`src/rtl/axis_invert_pipe.sv`:
```
// rtl/axis_invert_pipe.sv - AXI-Stream per-bit inverter with skid-buffered register slices and frame counter
module axis_invert_pipe #(
    parameter int unsigned           DATA_WIDTH  = 8,
    parameter logic [DATA_WIDTH-1:0] INVERT_MASK = '0,
    parameter int unsigned           STAGES      = 2,
    parameter int unsigned           COUNT_WIDTH = 16
) (
    input  logic                   clk,
    input  logic                   reset,
    input  logic                   invert_en,
    input  logic [DATA_WIDTH-1:0]  s_axis_tdata,
    input  logic                   s_axis_tlast,
    input  logic                   s_axis_tvalid,
    output logic                   s_axis_tready,
    output logic [DATA_WIDTH-1:0]  m_axis_tdata,
    output logic                   m_axis_tlast,
    output logic                   m_axis_tvalid,
    input  logic                   m_axis_tready,
    output logic [COUNT_WIDTH-1:0] frame_count
);

    // A beat travels as {tlast, tdata} through every stage.
    localparam int unsigned BW = DATA_WIDTH + 1;

    logic [BW-1:0]     stage_beat [STAGES];
    logic [STAGES-1:0] stage_valid;
    logic [STAGES-1:0] stage_ready;
    logic [BW-1:0]     in_beat;

    logic [COUNT_WIDTH-1:0] frame_count_q;
    logic [COUNT_WIDTH-1:0] frame_count_d;

    // invert_en is applied here, so it only affects the beat it arrives with.
    assign in_beat = {s_axis_tlast, s_axis_tdata ^ (invert_en ? INVERT_MASK : '0)};

    for (genvar g = 0; g < STAGES; g++) begin : g_stage
        logic          in_valid;
        logic [BW-1:0] in_data;
        logic          out_ready;
        logic          in_fire;
        logic          out_fire;
        logic          main_valid_q;
        logic          main_valid_d;
        logic          skid_valid_q;
        logic          skid_valid_d;
        logic [BW-1:0] main_q;
        logic [BW-1:0] main_d;
        logic [BW-1:0] skid_q;
        logic [BW-1:0] skid_d;

        if (g == 0) begin : g_first
            assign in_valid = s_axis_tvalid;
            assign in_data  = in_beat;
        end else begin : g_inner
            assign in_valid = stage_valid[g-1];
            assign in_data  = stage_beat[g-1];
        end

        if (g == STAGES - 1) begin : g_last
            assign out_ready = m_axis_tready;
        end else begin : g_mid
            assign out_ready = stage_ready[g+1];
        end

        // Ready depends only on the registered skid flag, which breaks the
        // combinational ready path between neighbouring stages.
        assign in_fire  = in_valid && !skid_valid_q;
        assign out_fire = main_valid_q && out_ready;

        // Next state: refill main from skid first, else from the input; park
        // the input in skid only when main is full and not draining.
        always_comb begin
            main_valid_d = main_valid_q;
            main_d       = main_q;
            skid_valid_d = skid_valid_q;
            skid_d       = skid_q;
            if (skid_valid_q) begin
                if (out_fire) begin
                    main_d       = skid_q;
                    skid_valid_d = 1'b0;
                end
            end else if (in_fire) begin
                if (!main_valid_q || out_fire) begin
                    main_d       = in_data;
                    main_valid_d = 1'b1;
                end else begin
                    skid_d       = in_data;
                    skid_valid_d = 1'b1;
                end
            end else if (out_fire) begin
                main_valid_d = 1'b0;
            end
        end

        // Stage registers; reset empties both slots and clears the data.
        always_ff @(posedge clk or posedge reset) begin
            if (reset) begin
                main_valid_q <= 1'b0;
                skid_valid_q <= 1'b0;
                main_q       <= '0;
                skid_q       <= '0;
            end else begin
                main_valid_q <= main_valid_d;
                skid_valid_q <= skid_valid_d;
                main_q       <= main_d;
                skid_q       <= skid_d;
            end
        end

        assign stage_valid[g] = main_valid_q;
        assign stage_beat[g]  = main_q;
        assign stage_ready[g] = !skid_valid_q;
    end

    assign s_axis_tready                 = stage_ready[0];
    assign m_axis_tvalid                 = stage_valid[STAGES-1];
    assign {m_axis_tlast, m_axis_tdata}  = stage_beat[STAGES-1];

    assign frame_count_d = (m_axis_tvalid && m_axis_tready && m_axis_tlast)
                         ? frame_count_q + COUNT_WIDTH'(1) : frame_count_q;

    // Frame counter advances on every master-side tlast handshake and wraps.
    always_ff @(posedge clk or posedge reset) begin
        if (reset) begin
            frame_count_q <= '0;
        end else begin
            frame_count_q <= frame_count_d;
        end
    end

    assign frame_count = frame_count_q;

endmodule

```
`config.mk`:
```
export PLATFORM = sky130hd
export DESIGN_NAME = axis_invert_pipe
export DESIGN_NICKNAME = d
export VERILOG_FILES = /design/src/rtl/axis_invert_pipe.sv
export SDC_FILE = /design/constraint.sdc
export NUM_CORES = 1
export LEC_CHECK = 0
export ABC_AREA = 1
export BUFFER_PORTS_ARGS = -buffer_cell sky130_fd_sc_hd__buf_4
export CAP_MARGIN = 25
export CELL_PAD_IN_SITES_DETAIL_PLACEMENT = 0
export CELL_PAD_IN_SITES_GLOBAL_PLACEMENT = 2
export CORE_MARGIN = 8
export CORE_UTILIZATION = 33
export DETAILED_ROUTE_END_ITERATION = 8
export PLACE_DENSITY_LB_ADDON = 0.1
export SYNTH_ARGS = -nofsm -noshare
export SYNTH_HDL_FRONTEND = slang
export SYNTH_SLANG_ARGS = --single-unit
```
`constraint.sdc`:
```
create_clock -name clk -period 2.3 [get_ports clk]
set_clock_uncertainty 0.15 [all_clocks]
set_input_delay 0.23 -clock clk [delete_from_list [all_inputs] [get_ports clk]]
set_output_delay 0.23 -clock clk [all_outputs]
set_load 0.02 [all_outputs]
```
## Word level (Yosys, flattened, before mapping)

Index checks and enable logic that the tools add are counted.

| storage, ports and cells | value |
|---|---|
| register bits | 56 |
| output and inout port bits | 27 |

| cells by class | value |
|---|---|
| add/subtract/negate cells | 1 |
| equal/unequal tests | 4 |
| reduce and logical (&&, ||, !) cells | 22 |
| multiplexer cells | 22 |
| bitwise logic cells | 4 |

Operators by type and width:

| cell | count |
|---|---|
| $mux 9 | 8 |
| $reduce_and 3->1 | 6 |
| $add 16x1->16 const B | 1 |
| $mux 1 | 14 |
| $reduce_bool 2->1 | 6 |
| $logic_and 1x1->1 | 4 |
| $logic_not 1->1 | 4 |
| $ne 2x1->1 const B | 2 |
| $ne 2x2->1 const B | 2 |
| $not 1->1 | 4 |
| $logic_or 1x1->1 | 2 |

## Longest topological paths before layout

| logic depth | value |
|---|---|
| depth in word-level cells | 6 |
| mapped depth | 8 |

## Worst setup path before layout

No wires, ideal clock.

| timing | value |
|---|---|
| path kind | register to register |
| start | register frame_count_q[1], in the netlist frame_count[1] |
| end | register frame_count_q[14], in the netlist frame_count[14] |
| slack | 0.775 ns |
| data required time | 2.027 ns |
| data arrival time | 1.252 ns |
| library setup time | 0.123 ns |
| buffers on the path | 0 |
| cell stages (with the launch flop) | 7 |
| path through | dfrtp_1 ha_1 nand3_1 nor2_1 nand2_1 o21ai_0 nand2_1 |

| between the ends | value |
|---|---|
| longest elaborated chain between the ends | 1 |

Ends and longest elaborated chain:

| item | RTL line | source |
|---|---|---|
| from (decl) | 30 | `logic [COUNT_WIDTH-1:0] frame_count_q;` |
| from (signal assigned) | 127 | `frame_count_q <= frame_count_d;` |
| $add 16x1->16 | 120 | `? frame_count_q + COUNT_WIDTH'(1) : frame_count_q;` |

Every way passes these cells.
A chain may end at the register's enable or synchronous reset.

## Final worst setup path

| timing | value |
|---|---|
| start | register g_stage[0].skid_valid_q |
| end | output port s_axis_tready |

| between the ends | value |
|---|---|
| longest elaborated chain between the ends | 1 |

Ends and longest elaborated chain:

| item | RTL line | source |
|---|---|---|
| from (decl) | 44 | `logic skid_valid_q;` |
| from (signal assigned) | 104 | `skid_valid_q <= skid_valid_d;` |
| $logic_not 1->1 | 112 | `assign stage_ready[g] = !skid_valid_q;` |
| to (decl) | 14 | `output logic s_axis_tready,` |

Every way passes these cells.

==> reports/qor.txt <==
Distinct cells, synth = 28
DIE WIDTH = 105 um
Crit path kind = register to output port
Mux contribution to synthesized area = 0%
Sequential share of power = 43.4%
Yosys warning total = 0
Least-Margin Pin Slew = 588 ps
Post-Synth XOR/XNOR Area = 3.36%
Max VDD drop = 435 uV
Die ar. = 11000 um2
Synth area leaders = dfrtp_1 54%, nand2_1 14%, o21ai_0 8.8%, inv_1 5.0%, o21ai_2 3.0%
CP cell instances = inv_1, buf_4
CP required = 1920 ps
Routed wire length = 5710 um
Routed via count = 1959
Global route overflow = 0
Hold-fix buffers at CTS = 2
Clk pin slew, worst setup/hold paths = 100 ps
Slew Limit Headroom = 60.7%
Largest net degree at the start of global routing = 32
Reg2reg setup slack = 610 ps
FILL cells = 831
Mapped Area = 2610 um2
Fin util = 41.0%
Die height = 105 um
TritonCTS Sinks = 56
WP data arrival = 1360 ps
H-tree level count = 2
Area grow syn2layout = 20.8%
Post-cts gate resize count = 0
Global placer's final weighted congestion = 0.727
Starting density of the core = 33.9%
Synth Instances = 304
Commonest cells after routing, fill and taps aside = 97 x nand2_1, 56 x dfrtp_1, 46 x o21ai_0
DR DRC count = 0
Hpwl dp = 4250 um
Core area = 7690 um2
Gr usage total = 10.8%
CTS Buf Count = 5
Min-delay worst type = primary input to register
CP startpoint kind = register
Seq/Total Area, Yosys = 53.7%
DRT Pass-1 Iters = 4
Synth Area in Compound Gates = 13.1%
Ys async rst share = 100%
Crit share post-route = 75.6%
CTS tree = built
Row count = 32
Vias in the first global route = 1979
First-pass GRT wire length = 9870 um
Unrepaired setup endpoints after global routing = no
# port buffers = 39
FF+latch count, synth = 56
Net Switching = 0.00138 W
Diodes inserted = 0
PD cells = 1130 nW/um2
CP endpoint kind = output port
Final design area excluding fillers = 3150 um2
ANT nets after route = 0
EDFF count, synth = 0
P_leak = 1.57 nW
Adder-cell share of the synthesized area = 0.480%
Slowest cell on the critical path = dfrtp_1
Fmax = 575 MHz
Initial antenna violation count = 0
Top_reg_cell synth = dfrtp_1
Yosys top cell by area = dfrtp_1
CTS root buf = clkbuf_8
Max Cap Viol = 0
Final TNS setup = 0 ps
Outcome = completed
Final hold viol count = 0
Post-Synth Simple-Gate Area = 21.5%
Sw Ratio = 38.7%
Setup Viol. Count Final = 0
Yosys top cell area share = 53.7%
Worst-Skew Late Latency = 310 ps
Max Slew Vio Count = 0
Clk buf depth = 2
Layout cells sized above 1 = 21.0%
Clock share of power = 20.0%
WL per Instance = 12.7 um
Logic pwr share = 36.6%
CP max FO = 21
Most common cell after layout, fill and taps aside = nand2_1
Final net count = 362
Main combinational cell family by area after synthesis = simple AND/OR/NAND/NOR gates
Syn nets = 319
Syn_area_per_cell = 8.58 um2
Internal Dissipation = 0.00218 W
Setup repair bufs after CTS = 0
Vias/cell = 4.35
Top Ports = 41
Initial drt markers = 60
Minimum clock period after layout = 1740 ps
Placed Instance Area = 3000 um2
CP max stage delay = 720 ps
==> routing by layer <==
layer  global-route usage (%)  vias up  part of all wire [%]
met4                     3.06        0                  0.95
met5                        0        -                     0
met1                     14.0      884                    45
li1                         -     1036                     -
met3                     2.33        6                   3.9
met2                     17.6       33                    50
==> power by group through the flow <==
stage	clock network, W	registers [W]	logic, W
after global routing	0.000775	0.00160	0.00149
final	0.000710	0.00154	0.00130
after detailed placement	0	0.00157	0.00134
after CTS	0.000732	0.00155	0.00134
after floorplan	0	0.00162	0.000857
after global placement	0	0.00156	0.00132
==> layout make-up <==
type / instances / area [um2] / area share, %
timing repair buffer: 45 / 355 / 11.3
inverter: 36 / 135 / 4.29
multi-input combinational: 203 / 1000 / 31.9
sequential: 56 / 1400 / 44.5
clock buffer: 7 / 96.3 / 3.06
tap: 102 / 128 / 4.05
clock inverter: 1 / 30.0 / 0.953
==> final timing paths <==
check / from / to / cells past startpoint
max: g_stage[0].skid_valid_q$_DFF_PP0_ / s_axis_tready / 2
min: s_axis_tdata[0] / g_stage[0].skid_q[0]$_DFFE_PP0P_ / 3
max reg2reg: g_stage[0].skid_valid_q$_DFF_PP0_ / g_stage[0].main_q[8]$_DFFE_PP0P_ / 4
min reg2reg: g_stage[1].skid_q[5]$_DFFE_PP0P_ / g_stage[1].skid_q[5]$_DFFE_PP0P_ / 2
max in group asynchronous: reset / g_stage[0].main_q[2]$_DFFE_PP0P_ / 4
min in group asynchronous: reset / frame_count[2]$_DFFE_PP0P_ / 3
==> critical path: cells and delay by family (launching register included) <==
kind	cells	cell delay, ps
buffers and inverters	2	330
flip-flops	1	720
==> Yosys cell counts (4+ instances only) <==
| cell type | count |
|---|---|
| nand2_1 | 97 |
| xor2_1 | 5 |
| dfrtp_1 | 56 |
| o21ai_0 | 46 |
| buf_2 | 4 |
| nor2_1 | 14 |
| nand3_1 | 6 |
| o21ai_1 | 4 |
| o21ai_2 | 9 |
| inv_1 | 35 |
| xnor2_1 | 5 |
==> per-stage QoR <==
step                hold WS [ps]  power (W)  instances  setup WS (ps)
finish                      41.1    0.00355        450            561
CTS                         34.5    0.00362        450            501
floorplan                    176    0.00247        304            549
global placement             202    0.00288        440            618
global route                43.8    0.00387        450            337
detailed placement           196    0.00291        440            581
==> sequential cells by signal, summed over array words and instances (netlist names) <==
name and cells:
frame_count 16, g_stage.main_q 18, g_stage.main_valid_q 1, g_stage.skid_q 18, g_stage.skid_valid_q 2, m_axis_tvalid 1
==> kinds of logic after synthesis <==
logic type                 Yosys count
AOI/OAI and AO/OA                   61
xor gates and xnor gates            10
adders and majority gates            1
buffers and inverters               45
DFF                                 56
and+or+nand+nor                    131
(Power assumes the default switching activity.)
